File: src/rtl/bf16_bist_pkg.sv
// Shared types and constants for the bfloat16 FPU built-in self-test sequencer.
package bf16_bist_pkg;

  localparam int unsigned BF16_W = 16;
  localparam int unsigned OP_W   = 4;

  localparam logic [OP_W-1:0] OP_ADD = 4'b0001;
  localparam logic [OP_W-1:0] OP_SUB = 4'b0010;
  localparam logic [OP_W-1:0] OP_MUL = 4'b0100;
  localparam logic [OP_W-1:0] OP_DIV = 4'b1000;

  typedef enum logic [2:0] {
    IDLE,
    ISSUE,
    WAIT,
    CHECK,
    DONE
  } state_e;

  // One golden vector: operands, expected result and expected overflow (49 bits).
  typedef struct packed {
    logic [BF16_W-1:0] in1;
    logic [BF16_W-1:0] in2;
    logic [BF16_W-1:0] gold;
    logic              ovf;
  } vec_t;

endpackage

File: src/rtl/bf16_bist_vec_ram.sv
// Golden-vector storage: one synchronous write port, one combinational read port.
module bf16_bist_vec_ram
  import bf16_bist_pkg::*;
#(
  parameter int unsigned DEPTH = 16,
  parameter int unsigned AW    = 4
) (
  input  logic          clk,
  input  logic          we_i,
  input  logic [AW-1:0] waddr_i,
  input  vec_t          wdata_i,
  input  logic [AW-1:0] raddr_i,
  output vec_t          rdata_c_o
);

  // Contents survive reset so a run can be repeated after an abort.
  vec_t mem_q [DEPTH];

  always_ff @(posedge clk) begin
    if (we_i) begin
      mem_q[waddr_i] <= wdata_i;
    end
  end

  assign rdata_c_o = mem_q[raddr_i];

endmodule

File: src/rtl/bf16_fpu_bist.sv
// BIST sequencer for the combinational bfloat16 FPU: replays stored vectors and checks results.
// Define BIST_OVF_CHECK_EN to also compare the FPU overflow flag against the stored bit.
module bf16_fpu_bist
  import bf16_bist_pkg::*;
#(
  parameter int unsigned DEPTH  = 16,
  parameter int unsigned AW     = 4,
  parameter int unsigned SETTLE = 1
) (
  input  logic              clk,
  input  logic              rst,
  input  logic              load_we_i,
  input  logic [AW-1:0]     load_addr_i,
  input  logic [BF16_W-1:0] load_in1_i,
  input  logic [BF16_W-1:0] load_in2_i,
  input  logic [BF16_W-1:0] load_gold_i,
  input  logic              load_ovf_i,
  input  logic              start_i,
  input  logic [OP_W-1:0]   op_sel_i,
  input  logic [AW:0]       num_vec_i,
  output logic [OP_W-1:0]   fpu_op_o,
  output logic [BF16_W-1:0] fpu_in1_o,
  output logic [BF16_W-1:0] fpu_in2_o,
  input  logic [BF16_W-1:0] fpu_out_i,
  input  logic              fpu_ovf_i,
  output logic              busy_o,
  output logic              done_o,
  output logic              pass_o,
  output logic [AW:0]       err_cnt_o,
  output logic [AW-1:0]     first_err_idx_o,
  output logic [BF16_W-1:0] first_err_val_o
);

  localparam int unsigned CW = AW + 1;
  localparam int unsigned SW = 4;

  state_e              state_q, state_d;
  logic [AW-1:0]       idx_q, idx_d;
  logic [CW-1:0]       num_q, num_d;
  logic [OP_W-1:0]     op_q, op_d;
  logic [SW-1:0]       cnt_q, cnt_d;
  logic                run_ok_q, run_ok_d;
  logic [CW-1:0]       err_q, err_d;
  logic [AW-1:0]       fidx_q, fidx_d;
  logic [BF16_W-1:0]   fval_q, fval_d;
  logic                pass_q, pass_d;
  logic                done_q, done_d;
  logic                busy_q, busy_d;
  logic [OP_W-1:0]     fop_q, fop_d;
  logic [BF16_W-1:0]   in1_q, in1_d;
  logic [BF16_W-1:0]   in2_q, in2_d;

  vec_t rd_vec_c;
  vec_t wr_vec_c;
  logic ram_we_c;
  logic start_ok_c;
  logic last_c;
  logic mismatch_c;

  assign wr_vec_c = '{in1: load_in1_i, in2: load_in2_i, gold: load_gold_i, ovf: load_ovf_i};
  assign ram_we_c = load_we_i && (state_q == IDLE);

  bf16_bist_vec_ram #(
    .DEPTH (DEPTH),
    .AW    (AW)
  ) u_vec_ram (
    .clk       (clk),
    .we_i      (ram_we_c),
    .waddr_i   (load_addr_i),
    .wdata_i   (wr_vec_c),
    .raddr_i   (idx_q),
    .rdata_c_o (rd_vec_c)
  );

  // A run needs a one-hot op and 1..DEPTH vectors.
  assign start_ok_c = (op_sel_i != '0)
                   && ((op_sel_i & (op_sel_i - OP_W'(1))) == '0)
                   && (num_vec_i != '0)
                   && (num_vec_i <= CW'(DEPTH));

  assign last_c = ({1'b0, idx_q} == (num_q - CW'(1)));

`ifdef BIST_OVF_CHECK_EN
  assign mismatch_c = (fpu_out_i != rd_vec_c.gold) || (fpu_ovf_i != rd_vec_c.ovf);
`else
  logic unused_ovf_c;
  assign mismatch_c   = (fpu_out_i != rd_vec_c.gold);
  assign unused_ovf_c = fpu_ovf_i ^ rd_vec_c.ovf;
`endif

  // Next-state and registered-output logic.
  always_comb begin
    state_d  = state_q;
    idx_d    = idx_q;
    num_d    = num_q;
    op_d     = op_q;
    cnt_d    = cnt_q;
    run_ok_d = run_ok_q;
    err_d    = err_q;
    fidx_d   = fidx_q;
    fval_d   = fval_q;
    pass_d   = pass_q;
    done_d   = 1'b0;
    in1_d    = in1_q;
    in2_d    = in2_q;

    case (state_q)
      IDLE: begin
        if (start_i) begin
          err_d    = '0;
          fidx_d   = '1;
          fval_d   = '0;
          pass_d   = 1'b0;
          run_ok_d = start_ok_c;
          if (start_ok_c) begin
            idx_d   = '0;
            op_d    = op_sel_i;
            num_d   = num_vec_i;
            state_d = ISSUE;
          end else begin
            state_d = DONE;
          end
        end
      end
      ISSUE: begin
        in1_d   = rd_vec_c.in1;
        in2_d   = rd_vec_c.in2;
        cnt_d   = SW'(SETTLE);
        state_d = (SETTLE == 0) ? CHECK : WAIT;
      end
      WAIT: begin
        cnt_d = cnt_q - SW'(1);
        if (cnt_q <= SW'(1)) begin
          state_d = CHECK;
        end
      end
      CHECK: begin
        if (mismatch_c) begin
          if (err_q != CW'(DEPTH)) begin
            err_d = err_q + CW'(1);
          end
          if (err_q == '0) begin
            fidx_d = idx_q;
            fval_d = fpu_out_i;
          end
        end
        if (last_c) begin
          state_d = DONE;
        end else begin
          idx_d   = idx_q + AW'(1);
          state_d = ISSUE;
        end
      end
      DONE: begin
        done_d  = 1'b1;
        pass_d  = run_ok_q && (err_q == '0);
        state_d = IDLE;
      end
      default: state_d = IDLE;
    endcase

    busy_d = (state_d == ISSUE) || (state_d == WAIT) || (state_d == CHECK);
    fop_d  = busy_d ? op_d : '0;
  end

  always_ff @(posedge clk) begin
    if (rst) begin
      state_q  <= IDLE;
      idx_q    <= '0;
      num_q    <= '0;
      op_q     <= '0;
      cnt_q    <= '0;
      run_ok_q <= 1'b0;
      err_q    <= '0;
      fidx_q   <= '1;
      fval_q   <= '0;
      pass_q   <= 1'b0;
      done_q   <= 1'b0;
      busy_q   <= 1'b0;
      fop_q    <= '0;
      in1_q    <= '0;
      in2_q    <= '0;
    end else begin
      state_q  <= state_d;
      idx_q    <= idx_d;
      num_q    <= num_d;
      op_q     <= op_d;
      cnt_q    <= cnt_d;
      run_ok_q <= run_ok_d;
      err_q    <= err_d;
      fidx_q   <= fidx_d;
      fval_q   <= fval_d;
      pass_q   <= pass_d;
      done_q   <= done_d;
      busy_q   <= busy_d;
      fop_q    <= fop_d;
      in1_q    <= in1_d;
      in2_q    <= in2_d;
    end
  end

  assign fpu_op_o        = fop_q;
  assign fpu_in1_o       = in1_q;
  assign fpu_in2_o       = in2_q;
  assign busy_o          = busy_q;
  assign done_o          = done_q;
  assign pass_o          = pass_q;
  assign err_cnt_o       = err_q;
  assign first_err_idx_o = fidx_q;
  assign first_err_val_o = fval_q;

endmodule

File: config.mk
export PLATFORM = sky130hd
export DESIGN_NAME = bf16_fpu_bist
export DESIGN_NICKNAME = d
export VERILOG_FILES = /design/src/rtl/bf16_bist_pkg.sv /design/src/rtl/bf16_bist_vec_ram.sv /design/src/rtl/bf16_fpu_bist.sv
export SDC_FILE = /design/constraint.sdc
export NUM_CORES = 1
export LEC_CHECK = 0
export BUFFER_PORTS_ARGS = -buffer_cell sky130_fd_sc_hd__buf_4
export CAP_MARGIN = 20
export CORE_ASPECT_RATIO = 1.4
export CORE_MARGIN = 3
export CORE_UTILIZATION = 55
export CTS_CLUSTER_SIZE = 10
export DETAILED_ROUTE_END_ITERATION = 10
export PLACE_DENSITY_LB_ADDON = 0.12
export REMOVE_ABC_BUFFERS = 1
export SLEW_MARGIN = 0
export SYNTH_ARGS = -nofsm -noshare
export SYNTH_HDL_FRONTEND = slang
export SYNTH_SLANG_ARGS = --single-unit
File: constraint.sdc
create_clock -name clk -period 5 [get_ports clk]
set_clock_uncertainty 0.2 [all_clocks]
set_input_delay 0.5 -clock clk [delete_from_list [all_inputs] [get_ports clk]]
set_output_delay 0.5 -clock clk [all_outputs]
set_load 0.005 [all_outputs]
Yosys cells after proc, flatten, opt, wreduce, memory -nomap -nowiden
Memories as Yosys holds them, arrays and structs flattened. A register that Yosys moved wholly into a read port is not among the register bits.
Cells that the tools add are included.
W data, S select, Z words.
Word-level totals
  register bits after elaboration: 85
  latch bits: 0
  bits in writable memories: 784
  memory bits (read-only): 0
  input port bits: 83
  output and inout bits: 64
  word-level logic and storage cells: 95
  memories: 1
Memories
  u_vec_ram.mem_q: depth 16, bits a word 49, rd ports 1, clocked after memory_dff 1, wr ports 1, line bf16_bist_vec_ram.sv:17  | vec_t mem_q [DEPTH];
Cells by class
  add/subtract/negate cells: 5
  multipliers: 0
  div/mod/pow operators: 0
  order comparisons: 2
  eq/ne operators: 16
  shift operators: 0
  muxes and demuxes: 32
  bitwise gates (word level): 2
  reduce and logical (&&, ||, !) cells: 22
Operators by type and width (count)
  $mux W16: 3
  $mux W4: 11
  $pmux W16 S2: 1
  $pmux W4 S2: 3
  $ne A16 B16 Y1: 1
  $mux W5: 3
  $eq A3 B2 Y1 const B: 4
  $mux W3: 4
  $ne A2 B2 Y1 const B: 6
  $pmux W3 S4: 1
  $reduce_and A4 Y1: 3
  $pmux W5 S2: 1
  $sub A4 B1 Y4 const B: 2
  $eq A3 B1 Y1 const B: 2
  $reduce_bool A2 Y1: 3
  $add A5 B1 Y5 const B: 1
  $eq A4 B5 Y1: 1
  $le A5 B5 Y1 const B: 1
  $logic_and A1 B1 Y1: 5
  $logic_not A5 Y1: 1
  $ne A5 B5 Y1 const B: 1
  $reduce_bool A5 Y1: 1
  $sub A5 B1 Y5 const B: 1
  $add A4 B1 Y4 const B: 1
  other kinds (13): 18

Depth between registers and ports, before layout
Gate-level depths: netlist of run 1.
  depth in word-level cells: 14
  depth in mapped cells: 13
  depth with buffers taken out: 10

Modules after synthesis
A second synthesis of run 1 with hierarchy kept.
Unflattened totals
  cell total of the unflattened synthesis: 1665
  area, all modules: 32987.9 um^2
By module, submodules not included
  bf16_bist_vec_ram: instances 1, cells an instance 1219, area each 29356.9 um^2
  bf16_fpu_bist: instances 1, cells an instance 446, area each 3631.0 um^2

Least setup slack after synthesis of run 1
No wires, ideal clock.
  path type: flip-flop to flip-flop
  start point: register state_q[2]
  end point: memory u_vec_ram.mem_q[0][10] (netlist bit), enable pin
  arrival: 4593 ps
  data required time: 4287 ps
  slack: -306 ps
  cell stages (with the launch flop): 6
  cell sequence: dfxtp_1 > clkbuf_1 > nor3_1 > nand2_1 > or3_1 > nor3_1
Between the ends
  word-level cells in the longest chain between the ends: 4
Ends and longest elaborated chain
  from (decl): line bf16_fpu_bist.sv:37  | state_e state_q, state_d;
  from (signal assigned): line bf16_fpu_bist.sv:184  | state_q <= state_d;
  $logic_not A3 Y1: line bf16_fpu_bist.sv:61  | assign ram_we_c = load_we_i && (state_q == IDLE);
  $logic_and A1 B1 Y1: line bf16_fpu_bist.sv:61
  $mux W1: line bf16_bist_vec_ram.sv:20  | if (we_i) begin
  $mux W1 (implied by the code): line bf16_bist_vec_ram.sv:21  | mem_q[waddr_i] <= wdata_i;
  to (decl): line bf16_bist_vec_ram.sv:17
No other way between the ends.

==> results of run 1 <==
## routing by layer
| layer | global-route usage [%] | wire [um] | vias to the layer above |
|---|---|---|---|
| met3 | 4.13 | 4550 | 124 |
| met2 | 40.0 | 37500 | 606 |
| met4 | 7.31 | 1830 | 2 |
| met1 | 33.6 | 30400 | 8723 |
| met5 | 0 | 13 | - |
| li1 | - | - | 7114 |
## kinds of logic after synthesis
logic type | count (synthesis) | share of synthesized area (%)
and+or+nand+nor | 203 | 2.82
AOI/OAI and AO/OA | 124 | 2.68
xor gates and xnor gates | 34 | 0.906
DFF | 857 | 75.6
buffers and inverters | 100 | 1.37
adders and majority gates | 6 | 0.228
muxes | 270 | 16.4
## report_power, final
| group | internal (W) | total, W | switching [W] |
|---|---|---|---|
| Clock | 0.00366 | 0.00629 | 0.00263 |
| Combinational | 0.000159 | 0.000432 | 0.000273 |
| Sequential | 0.00790 | 0.00792 | 0.0000267 |
## path summary, 6_finish.rpt
kind | from | to | slack (ps) | cells past startpoint
worst max-delay path | register | first_err_val_o[2]$_SDFFE_PP0P_ | 960 | 11
worst max register to register | register | first_err_val_o[2]$_SDFFE_PP0P_ | 960 | 11
worst min register to register | fpu_in1_o[10]$_SDFFE_PP0P_ | fpu_in1_o[10]$_SDFFE_PP0P_ | 260 | 2
worst min-delay path | rst | fpu_in2_o[5]$_SDFFE_PP0P_ | 110 | 2
## stage by stage
step	utilization [%]	hold WS [ps]	instances	cell area, um2	power, W
final	65.7	105	2706	38700	0.0146
after floorplan	-	231	1508	32500	0.00820
after global placement	59.7	246	2451	35100	0.00843
after CTS	65.7	60.5	2705	38700	0.0148
after global routing	65.7	94.1	2706	38700	0.0151
after detailed placement	59.7	247	2452	35100	0.00845
## cell type report
cell class | instances | area, um2
diodes | 1 | 2.50
clock buffers | 174 | 2740
clock inverters | 5 | 43.8
fillers | 3917 | 20200
inverters | 14 | 53.8
multi-input cells | 637 | 7700
flip-flops and latches | 857 | 24900
well taps | 749 | 937
repair buffers | 269 | 2330
## worst register-to-register path: stages, from the launching register on
cell and delay (ps):
dfxtp_4 770, buf_4 520, mux4_2 570, mux2i_1 210
xor2_1 160, nand4_1 110, a211o_1 360, nor4_4 140
buf_4 300, nor2_1 80, buf_4 230, a41o_1 280
## layout by cell type (no fill, tap or decap), types with 16 or more instances in the layout
cell / instances
o211a_1: 16
dlygate4sd3_1: 74
a21oi_1: 49
edfxtp_1: 768
clkbuf_16: 97
a41o_1: 16
clkbuf_1: 75
xor2_1: 17
mux4_2: 216
mux2i_1: 53
buf_4: 185
xnor2_1: 17
nand2_1: 87
dfxtp_1: 86
nor2_1: 39
## flip-flops by register name, summed over array words and instances, names as in the netlist, named ones only
register and cells:
fpu_op_o 4, run_ok_q 1, busy_o 1, cnt_q 4, fpu_in1_o 16, first_err_val_o 16, first_err_idx_o 4, pass_o 1
u_vec_ram.mem_q 768, done_o 1, op_q 4, err_cnt_o 5, fpu_in2_o 16, num_q 5, state_q 3, idx_q 4
==> impl_metrics.json, run 1 <==
{
  "outcome": "complete, no violations",
  "die_x_um": 213,
  "period_share_pct": 80.8,
  "antenna_found_initial": 2,
  "crit_path_cell_trace": "buf_4 -> mux4_2 -> mux2i_1 -> xor2_1 -> nand4_1 -> a211o_1 -> nor4_4 -> buf_4 -> nor2_1 -> buf_4 -> a41o_1",
  "start_kind": "register",
  "ys_ff_latch": 857,
  "cpPeakStageDelay_ps": 770,
  "initial_utilization_pct": 55.9,
  "dr.pass1.iters": 5,
  "nets": 1964,
  "cts_resized": 0,
  "clkSinkCount": 857,
  "p_per_area_mw_per_mm2": 379,
  "globalplace.congestion": 0.753,
  "grt_pass1_wl_um": 110000,
  "core_area_mm2": 0.0589,
  "setup_tns_ps": 0,
  "via_count": 16600,
  "endpoint_kind": "register",
  "synth_edf_count": 768,
  "cts_made_buffers": 96,
  "ys_top_cells_by_area": "edfxtp_1, mux4_2, dfxtp_1, mux2i_1, nand2_1",
  "drive_gt1_share_pct": 27.7,
  "root_buffer": "clkbuf_16",
  "dp_slack_ps": 921,
  "critical_path_class": "reg2reg",
  "drt-vias-per-instance": 6.12,
  "ys_seq_area_share_pct": 75.6,
  "setup_viol": 0,
  "grt.total_usage_pct": 24.2,
  "avgSynthCellArea_um2": 20.6,
  "fin_ws_ps": 958,
  "synth_cell_types": 53,
  "cap_violations": 0,
  "antenna_left": 0,
  "grt_max_degree": 61,
  "vdd_drop_max_mv": 0.299,
  "crit_arrival_ps": 4360,
  "avgRoutedWirePerCell_um": 27.5,
  "grt.overflow.total": 0,
  "fp-row-count": 105,
  "synth_warnings": 0,
  "synthArstFlopShare_pct": 0,
  "clk_latency_ps": 630,
  "hold_violations": 0,
  "ios": 147,
  "crit_fanout": 39,
  "cts_setup_buffers": 0,
  "h-tree-depth": 3,
  "tightestPinTransition_ps": 1090,
  "cpMostUsedCell": "buf_4",
  "relSlewSlack_pct": 27.6,
  "synth_common_cells": "edfxtp_1, mux4_2, dfxtp_1",
  "hpwlAfterDp_um": 38500,
  "hold_class": "in2reg",
  "drcViolationCount": 0,
  "rsz0062_at_grt": "false",
  "die-area_mm2": 0.0628,
  "netlist_instances": 1594,
  "netlist.area_leader.share_pct": 70.1,
  "crit_required_ps": 5310,
  "period_minus_slack_ps": 4040,
  "cpMaxStageDelayCell": "dfxtp_4",
  "power.leakage_nw": 12.7,
  "synth_area_leader_cell": "edfxtp_1",
  "synth_area_mm2": 0.0329,
  "cts_tree": "yes",
  "finalMaxSlewViolations": 0,
  "area_delta_synth_final_pct": 17.6,
  "cp_num_buf_inv": 3,
  "path_delay_family": "buffers and inverters",
  "synth_most_common_cell": "edfxtp_1",
  "cts.path.max_buffers": 3,
  "grt_pass1_vias": 17200,
  "clkTransAtPathRegs_ps": 50,
  "clock.fmax_ghz": 0.247,
  "synth_ff_type": "edfxtp_1",
  "die_y_um": 295,
  "routed_wl_um": 74400,
  "ctsHoldBuffers": 74,
  "drt-initial-drc-count": 1736,
  "io_buffers": 144
}
Note: power is estimated with default switching activity, not from simulation.
==> inputs of run 2 (changes only) <==
==> constraint.sdc (replaced) <==
create_clock -name clk -period 3.5 [get_ports clk]
set_clock_uncertainty 0.2 [all_clocks]
set_input_delay 0.35 -clock clk [delete_from_list [all_inputs] [get_ports clk]]
set_output_delay 0.35 -clock clk [all_outputs]
set_load 0.005 [all_outputs]
==> run 2 against run 1 <==
Effect of this change:
- hold slack gained 37 ps
- register-to-register slack worse by 800 ps
- worst setup slack got worse by 800 ps
- fmax increased by 21%
- die area unchanged
- wire length is 0.40% higher
- first-iteration DRC count fell by 9.2%
- core utilization is 1.2 points higher
- sequential share of layout area decreased by 1.1 points
- highest routed layer unchanged
==> impl_metrics.json, run 2 (synthesized netlist as in run 1, its figures left out) <==
{
  "antenna_left": 0,
  "h-tree-depth": 3,
  "ios": 147,
  "p_per_area_mw_per_mm2": 535,
  "period_share_pct": 95.6,
  "hpwlAfterDp_um": 39700,
  "dr.pass1.iters": 5,
  "clk_latency_ps": 640,
  "drive_gt1_share_pct": 29.2,
  "crit_arrival_ps": 3670,
  "die_x_um": 213,
  "area_delta_synth_final_pct": 19.7,
  "min_delay_worst_endpoint": "u_vec_ram.mem_q[0][23]$_DFFE_PP_",
  "grt.total_usage_pct": 24.4,
  "globalplace.congestion": 0.751,
  "drt-initial-drc-count": 1577,
  "grt_max_degree": 54,
  "cts_resized": 0,
  "avgRoutedWirePerCell_um": 27.2,
  "clock.fmax_ghz": 0.299,
  "regToRegSetupSlack_ps": 150,
  "drcViolationCount": 0,
  "grt_pass1_wl_um": 111000,
  "start_kind": "register",
  "crit_required_ps": 3830,
  "relSlewSlack_pct": 41.3,
  "cts_made_buffers": 96,
  "power.leakage_nw": 13.0,
  "crit_fanout": 20,
  "outcome": "complete, no violations",
  "vdd_drop_max_mv": 0.368,
  "setup_tns_ps": 0,
  "cap_violations": 0,
  "hold_violations": 0,
  "initial_utilization_pct": 55.9,
  "largest_reg_flops": 768,
  "cts_tree": "yes",
  "via_count": 16700,
  "grt.overflow.total": 0,
  "period_minus_slack_ps": 3350,
  "endpoint_kind": "register",
  "cts.path.max_buffers": 3,
  "hold_class": "in2reg",
  "whs_path_depth": 3,
  "tightestPinTransition_ps": 880,
  "die_y_um": 295,
  "setup_viol": 0,
  "rsz0062_at_grt": "false",
  "grt_pass1_vias": 17500,
  "fin_cells": 2750,
  "finalMaxSlewViolations": 0,
  "nets": 2006,
  "die-area_mm2": 0.0628,
  "drt-vias-per-instance": 6.07,
  "critical_path_class": "reg2reg",
  "top_register": "u_vec_ram.mem_q",
  "holdWs_ps": 142,
  "clkTransAtPathRegs_ps": 60,
  "postLayoutCellArea_mm2": 0.0394,
  "root_buffer": "clkbuf_16",
  "fp-row-count": 105,
  "most-common-layout-cells": "edfxtp_1, mux4_2, buf_4",
  "min_from": "load_addr_i[3]",
  "placed_area_mm2": 0.0357,
  "clkSinkCount": 857,
  "antenna_found_initial": 4,
  "core_area_mm2": 0.0589,
  "io_buffers": 144,
  "mostFrequentLayoutCell": "edfxtp_1",
  "worst_r2r_path_depth": 9,
  "routed_wl_um": 74700,
  "timing.rr.end": "first_err_val_o[3]$_SDFFE_PP0P_",
  "dp.cells": 2485
}
==> run 2: final cells by class <==
| type | count | area (um2) |
|---|---|---|
| diodes | 2 | 5.00 |
| clock buffers | 174 | 2760 |
| clock inverters | 6 | 86.3 |
| fillers | 3899 | 19500 |
| inverters | 14 | 53.8 |
| multi-input cells | 637 | 7700 |
| flip-flops and latches | 857 | 24900 |
| well taps | 749 | 937 |
| repair buffers | 311 | 2960 |
==> run 2: worst max-delay path, cell delays in order (launching register included) <==
cell and delay [ps]:
dfxtp_4 440, buf_12 210, mux4_2 510, mux4_2 530, xnor2_1 200, nand4_1 170
nor4_4 370, nor2_1 90, buf_4 220, a41o_1 260
==> run 2: metrics by stage <==
stage / worst slack (ps) / total power, W / util, %
after floorplan: -7190 / 0.0117 / -
after global placement: 169 / 0.0121 / 60.6
after detailed placement: 127 / 0.0121 / 60.6
after CTS: 109 / 0.0212 / 66.7
after global routing: 16.1 / 0.0217 / 66.9
final: 154 / 0.0210 / 66.9
==> run 2: metal layers <==
layer	GRT usage (%)	wire, um
met1	32.7	30000
met2	42.4	39100
met3	3.51	4070
met4	6.90	1500
met5	0	13
==> run 2: what timing repair did <==
| item | CTS | global route |
|---|---|---|
| hold buffers | 76 | 0 |
| buffers inserted | 0 | 7 |
| setup endpoints to repair | 0 | 18 |
| endpoints found under the hold margin | 807 | 0 |
==> run 2: power breakdown <==
group,switching (W),internal (W),leakage [nW]
Combinational,0.000391,0.000243,4.05
Sequential,0.0000394,0.0113,7.65
Clock,0.00380,0.00530,1.35
Total,0.00423,0.0168,13.0
==> run 2: worst max-delay path by stage <==
stage / cells after the start / end / from
global route: 9 / err_cnt_o[0]$_SDFFE_PP0P_ / register
detailed placement: 11 / first_err_val_o[3]$_SDFFE_PP0P_ / register
global placement: 11 / first_err_val_o[3]$_SDFFE_PP0P_ / register
CTS: 9 / first_err_val_o[3]$_SDFFE_PP0P_ / register
finish: 9 / first_err_val_o[3]$_SDFFE_PP0P_ / register
floorplan: 9 / first_err_val_o[0]$_SDFFE_PP0P_ / register
